File: config.mk
export PLATFORM = sky130hd
export DESIGN_NAME = fp_div_seq
export DESIGN_NICKNAME = d
export VERILOG_FILES = /design/src/rtl/fp_div_pkg.sv /design/src/rtl/fp_div_special.sv /design/src/rtl/fp_div_seq.sv
export SDC_FILE = /design/constraint.sdc
export NUM_CORES = 1
export LEC_CHECK = 0
export ABC_AREA = 1
export CORE_ASPECT_RATIO = 0.75
export CORE_MARGIN = 3
export CORE_UTILIZATION = 39
export DETAILED_ROUTE_END_ITERATION = 8
export DONT_BUFFER_PORTS = 1
export GPL_ROUTABILITY_DRIVEN = 0
export SLEW_MARGIN = 20
export SYNTH_ARGS = -nofsm -noshare
export SYNTH_HDL_FRONTEND = slang
export SYNTH_SLANG_ARGS = --single-unit
File: constraint.sdc
create_clock -name clk -period 3.37 [get_ports clk]
set_input_delay 0 -clock clk [delete_from_list [all_inputs] [get_ports clk]]
set_output_delay 0 -clock clk [all_outputs]
set_load 0.05 [all_outputs]
File: src/rtl/fp_div_pkg.sv
// Shared types and constants for the iterative single-precision divider.
package fp_div_pkg;

  typedef enum logic [1:0] {
    IDLE   = 2'd0,
    DIVIDE = 2'd1,
    NORM   = 2'd2,
    DONE   = 2'd3
  } state_t;

  localparam int          BIAS    = 127;
  localparam int          QBITS   = 26;
  localparam logic [31:0] QNAN    = 32'h7FC0_0000;
  localparam logic [7:0]  INF_EXP = 8'hFF;

  // Bit positions inside flags = {invalid, div_by_zero, overflow, underflow}
  localparam int FLAG_INVALID = 3;
  localparam int FLAG_DBZ     = 2;
  localparam int FLAG_OVF     = 1;
  localparam int FLAG_UNF     = 0;

endpackage

File: src/rtl/fp_div_special.sv
// Operand classifier: flags NaN/inf/zero (denormals count as zero) and
// supplies the final result for every operand pair that skips the divide loop.
import fp_div_pkg::*;

module fp_div_special (
  input  logic [31:0] a,
  input  logic [31:0] b,
  output logic        is_special,
  output logic [31:0] special_result,
  output logic [3:0]  special_flags
);

  logic sign;
  logic a_zero, a_inf, a_nan;
  logic b_zero, b_inf, b_nan;

  assign sign   = a[31] ^ b[31];
  assign a_zero = (a[30:23] == 8'd0);
  assign a_inf  = (a[30:23] == INF_EXP) && (a[22:0] == 23'd0);
  assign a_nan  = (a[30:23] == INF_EXP) && (a[22:0] != 23'd0);
  assign b_zero = (b[30:23] == 8'd0);
  assign b_inf  = (b[30:23] == INF_EXP) && (b[22:0] == 23'd0);
  assign b_nan  = (b[30:23] == INF_EXP) && (b[22:0] != 23'd0);

  // Priority decode of the special cases; invalid beats divide-by-zero beats inf/zero.
  always_comb begin
    is_special     = 1'b0;
    special_result = 32'd0;
    special_flags  = 4'd0;
    if (a_nan || b_nan || (a_zero && b_zero) || (a_inf && b_inf)) begin
      is_special                  = 1'b1;
      special_result              = QNAN;
      special_flags[FLAG_INVALID] = 1'b1;
    end else if (b_zero && !a_inf) begin
      is_special              = 1'b1;
      special_result          = {sign, INF_EXP, 23'd0};
      special_flags[FLAG_DBZ] = 1'b1;
    end else if (a_inf) begin
      is_special     = 1'b1;
      special_result = {sign, INF_EXP, 23'd0};
    end else if (a_zero || b_inf) begin
      is_special     = 1'b1;
      special_result = {sign, 31'd0};
    end
  end

endmodule

File: src/rtl/fp_div_seq.sv
// Iterative IEEE-754 single-precision divider, one quotient bit per clock.
// Define FP_DIV_RNE_EN for round-to-nearest-even; default build truncates.
import fp_div_pkg::*;

module fp_div_seq (
  input  logic        clk,
  input  logic        reset,
  input  logic        in_valid,
  output logic        in_ready,
  input  logic [31:0] a,
  input  logic [31:0] b,
  output logic        done,
  output logic [31:0] result,
  output logic [3:0]  flags
);

  state_t             state;
  logic [24:0]        rem;
  logic [24:0]        dvs;
  logic [QBITS-1:0]   quo;
  logic signed [9:0]  exp_q;
  logic [4:0]         cnt;
  logic               sign_q;
  logic               special_q;
  logic [31:0]        spec_result_q;
  logic [3:0]         spec_flags_q;

  logic               is_special;
  logic [31:0]        special_result;
  logic [3:0]         special_flags;

  logic               accept;
  logic               q_bit;
  logic [24:0]        rem_next;

  logic signed [9:0]  exp_n;
  logic [22:0]        mant_n;
  logic               guard_n;
  logic               sticky_n;
  logic signed [9:0]  exp_r;
  logic [22:0]        mant_r;
  logic [31:0]        norm_result;
  logic [3:0]         norm_flags;

  assign accept = in_valid & in_ready;

  fp_div_special u_special (
    .a              (a),
    .b              (b),
    .is_special     (is_special),
    .special_result (special_result),
    .special_flags  (special_flags)
  );

`ifdef FP_DIV_RNE_EN
  function automatic logic [23:0] round_rne(input logic [22:0] m, input logic g, input logic s);
    return {1'b0, m} + {23'd0, g & (s | m[0])};
  endfunction
`endif

  // Exponent range check: saturate to signed inf or flush to signed zero.
  function automatic logic [35:0] pack_result(input logic s, input logic signed [9:0] e,
                                              input logic [22:0] m);
    logic [31:0] r;
    logic [3:0]  f;
    f = 4'd0;
    if (e >= 10'sd255) begin
      r           = {s, INF_EXP, 23'd0};
      f[FLAG_OVF] = 1'b1;
    end else if (e <= 10'sd0) begin
      r           = {s, 31'd0};
      f[FLAG_UNF] = 1'b1;
    end else begin
      r = {s, e[7:0], m};
    end
    return {r, f};
  endfunction

  // Restoring step: subtract the divisor when it fits, then shift the remainder.
  always_comb begin
    q_bit    = 1'b0;
    rem_next = rem << 1;
    if (rem >= dvs) begin
      q_bit    = 1'b1;
      rem_next = (rem - dvs) << 1;
    end
  end

  // Normalize the quotient, round, and pack the final word.
  always_comb begin
    exp_n    = exp_q;
    mant_n   = quo[QBITS-2:2];
    guard_n  = quo[1];
    sticky_n = quo[0] | (|rem);
    if (!quo[QBITS-1]) begin
      mant_n   = quo[QBITS-3:1];
      guard_n  = quo[0];
      sticky_n = |rem;
      exp_n    = exp_q - 10'sd1;
    end
`ifdef FP_DIV_RNE_EN
    {exp_r[0], mant_r} = round_rne(mant_n, guard_n, sticky_n);
    exp_r = exp_n + $signed({9'd0, exp_r[0]});
`else
    mant_r = mant_n;
    exp_r  = exp_n;
`endif
    {norm_result, norm_flags} = pack_result(sign_q, exp_r, mant_r);
  end

`ifndef FP_DIV_RNE_EN
  logic unused_round;
  assign unused_round = guard_n ^ sticky_n;
`endif

  // Control FSM with registered handshake, done pulse and held result.
  always_ff @(posedge clk or negedge reset) begin
    if (!reset) begin
      state         <= IDLE;
      in_ready      <= 1'b1;
      done          <= 1'b0;
      result        <= 32'd0;
      flags         <= 4'd0;
      rem           <= 25'd0;
      dvs           <= 25'd0;
      quo           <= '0;
      exp_q         <= 10'sd0;
      cnt           <= 5'd0;
      sign_q        <= 1'b0;
      special_q     <= 1'b0;
      spec_result_q <= 32'd0;
      spec_flags_q  <= 4'd0;
    end else begin
      done <= 1'b0;
      case (state)
        IDLE, DONE: begin
          if (accept) begin
            in_ready      <= 1'b0;
            sign_q        <= a[31] ^ b[31];
            special_q     <= is_special;
            spec_result_q <= special_result;
            spec_flags_q  <= special_flags;
            rem           <= {2'b01, a[22:0]};
            dvs           <= {2'b01, b[22:0]};
            quo           <= '0;
            cnt           <= 5'd0;
            exp_q         <= $signed({2'b00, a[30:23]}) - $signed({2'b00, b[30:23]}) + 10'(BIAS);
            // Special operands skip the loop and publish on the next edge.
            state         <= is_special ? NORM : DIVIDE;
          end else begin
            state <= IDLE;
          end
        end
        DIVIDE: begin
          rem <= rem_next;
          quo <= {quo[QBITS-2:0], q_bit};
          cnt <= cnt + 5'd1;
          if (cnt == 5'(QBITS - 1)) state <= NORM;
        end
        NORM: begin
          result   <= special_q ? spec_result_q : norm_result;
          flags    <= special_q ? spec_flags_q : norm_flags;
          done     <= 1'b1;
          in_ready <= 1'b1;
          state    <= DONE;
        end
        default: state <= IDLE;
      endcase
    end
  end

endmodule

* Word-level counts from Yosys, hierarchy flattened
Index checks and enable logic that the tools add are counted.
** Storage, ports and cells
- Register bits after elaboration :: 166
- Input port bits :: 67
- Output and inout port bits :: 38
- Logic and storage cells :: 92
** Cells by class
- $add $sub $neg :: 5
- Order comparisons :: 3
- Equality and inequality tests :: 8
- Muxes and demuxes :: 35
- Bitwise logic cells :: 2
- Reduce and logical (&&, ||, !) cells :: 25
** Operators with widths (number)
- $mux 32 :: 5
- $mux 31 :: 2
- $pmux 26 s2 :: 1
- $mux 25 :: 2
- $pmux 25 s2 :: 1
- $logic_not 23->1 :: 2
- $reduce_bool 23->1 :: 2
- $mux 26 :: 1
- $ge 25x24->1 :: 1
- $sub 24x24->24 :: 1
- $mux 23 :: 1
- $eq 8x8->1 const B :: 2
- $logic_not 8->1 :: 2
- $mux 1 :: 13
- $add 9x8->10 const B :: 1
- $ge 10x9->1 const B :: 1
- $le 10x1->1 const B :: 1
- $mux 10 :: 1
- $pmux 5 s2 :: 1
- $sub 10x2->10 const B :: 1
- $sub 8x8->9 :: 1
- $logic_and 1x1->1 :: 7
- $mux 2 :: 3
- $pmux 2 s3 :: 1
- 16 further kinds :: 24

* Longest topological paths before layout
- Word-level depth :: 10
- Mapped depth :: 16
- Mapped depth without buffers :: 16

* Cells and area by module
From an unflattened synthesis, not the netlist that was laid out.
** Unflattened totals
- Cell total of the unflattened synthesis :: 1483
- Area, all modules :: 10560.1 µm²
** Modules (own cells, without submodules)
- fp_div_seq :: times used 1, cells each 1363, area each 9914.5 µm², sequential area each 4205.3 µm²
- fp_div_special :: times used 1, cells each 120, area each 645.6 µm², sequential area each 0.0 µm²

* Worst setup path after synthesis
Ideal clock, no wire load.
- Path type :: reg-to-reg
- Start :: register rem[12]
- End :: register rem[18]
- Setup time :: 77 ps
- Data arrival time :: 1813 ps
- Data required time :: 3293 ps
- Setup slack :: 1480 ps
- Cell stages (with the launch flop) :: 14
- Path through :: dfrtp_1 -> ha_1 -> nand2_1 -> inv_1 -> nand2_1 -> nand2_1 -> nand2_1 -> nand2_1 -> a21oi_2 -> nand3_4 -> buf_6 -> nand2_1 -> nand3_1 -> a21oi_1
** On the way
- Word-level cells in the longest chain between the ends :: 3
- Elaborated cells between the ends (all ways) :: 4
- Those cells by class :: add/sub: 1; order compare: 1; mux: 2
** RTL lines
- start, declared :: line fp_div_seq.sv:18 : logic [24:0] rem;
- start signal, assigned :: line fp_div_seq.sv:143 : rem <= {2'b01, a[22:0]};
- start signal, assigned :: line fp_div_seq.sv:155 : rem <= rem_next;
- $sub 24x24->24 or $ge 25x24->1 (tied branches) :: line fp_div_seq.sv:85, fp_div_seq.sv:83
- $mux 25 (*) :: line fp_div_seq.sv:83 : if (rem >= dvs) begin
- $pmux 25 s2 (*) :: line fp_div_seq.sv:135 : case (state)
Every way passes the cells marked *; elsewhere a longest branch is shown, timed or not.
A chain may end at the register's enable or synchronous reset.

* Worst setup path after layout
- Start :: register state[1]
- End :: register rem[23]
** On the way
- Word-level cells in the longest chain between the ends :: 4
- Elaborated cells between the ends (all ways) :: 8
- Those cells by class :: eq/ne: 3; mux: 1; reduce/logical: 4
** RTL lines
- start, declared :: line fp_div_seq.sv:17 : state_t state;
- start signal, assigned :: line fp_div_seq.sv:149 : state <= is_special ? NORM : DIVIDE;
- $eq 2x2->1 or $logic_not 2->1 (tied branches) :: line fp_div_seq.sv:135
- $reduce_or 2->1 :: line fp_div_seq.sv:135
- $ne 2x2->1 (no line) or $reduce_bool 2->1 (tied branches)
- $reduce_and 2->1 (no line)
Several ways; a longest one is shown, not always the timed one.

==> run_results.csv <==
group,metric,value,unit
timing,worst_slack,0.743,ns
route,ant_nets,0,
synthesis,synth_top_cells_by_area,"dfrtp_1 38%, nand2_1 15%, inv_1 7.9%",
timing,slew_violations,0,
grt,grt_pass1_wl,41400,um
clocking,clk_latency,0.43,ns
clocking,cts_tree,"built",
route,vias_per_cell,5.18,
synthesis,ys_ff_latch,136,
timing,period_minus_slack,2.63,ns
floorplanning,ios,105,
critical_path,cp.required,3.67,ns
critical_path,cp_max_fo,28,
synthesis,synth_ff_type,"dfrtp_1",
clocking,htreeDepth,4,
clocking,cts.clk_slew.worst_paths,0.06,ns
synthesis,synth_top_area_share,38.0,%
power_and_ir_drop,ir_drop,0.545,mV
synthesis,ys_seq_area_share,38.3,%
route,wl_per_cell,15.5,um
final_layout,stdcell_area,0.0103,mm^2
route,drcViolationCount,0,
placement,post_dp_cell_area,0.00910,mm^2
synthesis,syn_nets,1374,
power_and_ir_drop,power_density,1130,mW/mm^2
route,drt_first_pass_iters,5,
synthesis,yosysUniqueCellTypes,45,
floorplanning,core.rowCount,47,
min_path,hold_path_class,"input pin to flip-flop",
timing,setup_tns,0,ns
timing,timing.fmax,0.381,GHz
timing,min_period_over_period,78.0,%
route,first_iter_violations,711,
outcome,status,"finished, final reports clean",
final_layout,synthToLayoutAreaGrowth,16.3,%
timing,worstMarginPinSlew,0.912,ns
clocking,root_buffer,"clkbuf_16",
final_layout,drive_above_1_share,5.37,%
route,via_count,8370,
final_layout,diodes,0,
synthesis,yosysTopAreaCell,"dfrtp_1",
synthesis,synth.most_common_cell,"nand2_1",
critical_path,end_kind,"flip-flop",
floorplanning,die_width,180,um
floorplanning,dieArea,0.0246,mm^2
timing,setup_viol,0,
clocking,cts_resized,0,
timing,max_slew_margin,39.2,%
synthesis,synth_commonest_cells,"345 x nand2_1, 186 x inv_1, 135 x dfrtp_1",
synthesis,yosysWarningCount,0,
critical_path,critical_path_class,"flip-flop to flip-flop",
floorplanning,core,0.0222,mm^2
route,drt_wl_total,25100,um
timing,finalClockSkew,0.0153,ns
timing,rsz0062_at_grt,"false",
placement,pre_cts_slack,0.771,ns
clocking,cts_made_buffers,17,
critical_path,cp-start-kind,"flip-flop",
grt,grt_max_degree,137,
synthesis,synth-edff-count,0,
placement,portBuffers,0,
timing,hold_violations,0,
clocking,cts_sinks,136,
power_and_ir_drop,leakage,0.00508,uW
grt,grt_overflow,0,
clocking,clockBufferDepth,2,
flow_run,drv_cap,0,
synthesis,netlist_instances,1267,
grt,first_global_vias,7938,
grt,grt_util_all_layers,20.7,%
critical_path,arrival,2.93,ns
power_and_ir_drop,total_power,11700,uW
synthesis,synth.cell_area,0.00888,mm^2
floorplanning,die_y,137,um
final_layout,nets,1417,
synthesis,syn_avg_cell_area,7.01,um^2
grt,antenna_found_initial,0,
placement,hpwl,17500,um
floorplanning,start_util,39.9,%
synthesis,async_flop_share,100,%
[placed cells by master, fill, tap and decap left out, types with 3 or more instances in the layout]
cell type      instances
o22ai_1               27
inv_6                  4
nand4_1               48
ha_1                  38
nor2_2                 6
o21a_1                 3
nand2_1              345
dfrtp_1              135
nand3_1               82
inv_1                186
nor2_4                 3
nor4_1                 4
dlygate4sd3_1         58
xor2_1                 8
o21ai_0               60
xnor2_1               14
nor3_1                 9
bufinv_16              3
buf_4                  9
o21ai_1               12
inv_2                  5
a21oi_1               88
nand2_2                6
nand3b_1               7
nor2_1               111
clkbuf_16             17
[layer usage]
layer  GRT usage (%)  vias to the layer above  part of all wire (%)
met5               0                        -                     0
met4            4.47                        0                  0.87
met3            5.92                       20                   8.3
met2            29.3                      253                    40
met1            31.3                     3915                    51
li1                -                     4182                     -
[repair_timing]
action                     CTS  global route
hold buffers                59             0
hold endpoints to repair   194             0
setup buffers                0             0
setup endpoints to repair    0             0
[power by group]
group / leakage, uW / switching, uW / total (uW) / internal (uW)
sequential: 0.00173 / 1080 / 3400 / 2320
clock: 0.000298 / 788 / 2000 / 1210
combinational: 0.00305 / 4180 / 6300 / 2120
total: 0.00508 / 6050 / 11700 / 5650
[sequential cells by signal, summed over array words and instances, names as in the netlist]
| name | count |
|---|---|
| cnt | 5 |
| done | 1 |
| dvs | 24 |
| exp_q | 10 |
| flags | 4 |
| in_ready | 1 |
| quo | 26 |
| rem | 25 |
| result | 32 |
| sign_q | 1 |
| spec_flags_q | 1 |
| spec_result_q | 3 |
| special_q | 1 |
| state | 2 |
[critical path, stage by stage, from the launching register on]
cell and delay [ns]:
dfrtp_1 0.38, inv_1 0.08, ha_1 0.54, inv_1 0.60, nor2_2 0.35, inv_2 0.24
o21ai_0 0.22, a21oi_1 0.08
[final timing paths]
kind                       startpoint        end  slack (ns)  depth (start not counted)
max                          state[1]    rem[23]        0.74                          7
min                             a[23]   exp_q[1]        0.07                          4
max reg2reg                  state[1]    rem[23]        0.74                          7
min reg2reg                   dvs[23]    dvs[23]        0.48                          2
max in group asynchronous       reset    rem[10]        2.62                          2
min in group asynchronous       reset  result[9]        0.21                          2
[area by class of cell]
cell class	instances	area (um^2)
tap	294	368
multi-input combinational	895	4530
sequential	136	3400
clock buffer	19	453
inverter	192	726
clock inverter	12	165
timing repair buffer	68	676
fill	2299	11900
[metrics by stage]
step	hold slack [ns]	cells	utilization, %
after detailed placement	-0.291	1526	40.9
final	0.0674	1616	46.4
after floorplan	-0.296	1267	-
after global placement	-0.291	1526	40.9
after global routing	0.0990	1616	46.4
after CTS	0.0280	1616	46.4
[kinds of logic after synthesis]
logic type / share of synthesized area [%]
simple gates: 31.0
buf+inv: 10.6
compound gates: 12.1
flops: 38.3
fa+ha+maj: 5.81
xor+xnor: 2.17
Note: power is estimated with default switching activity, not from simulation.
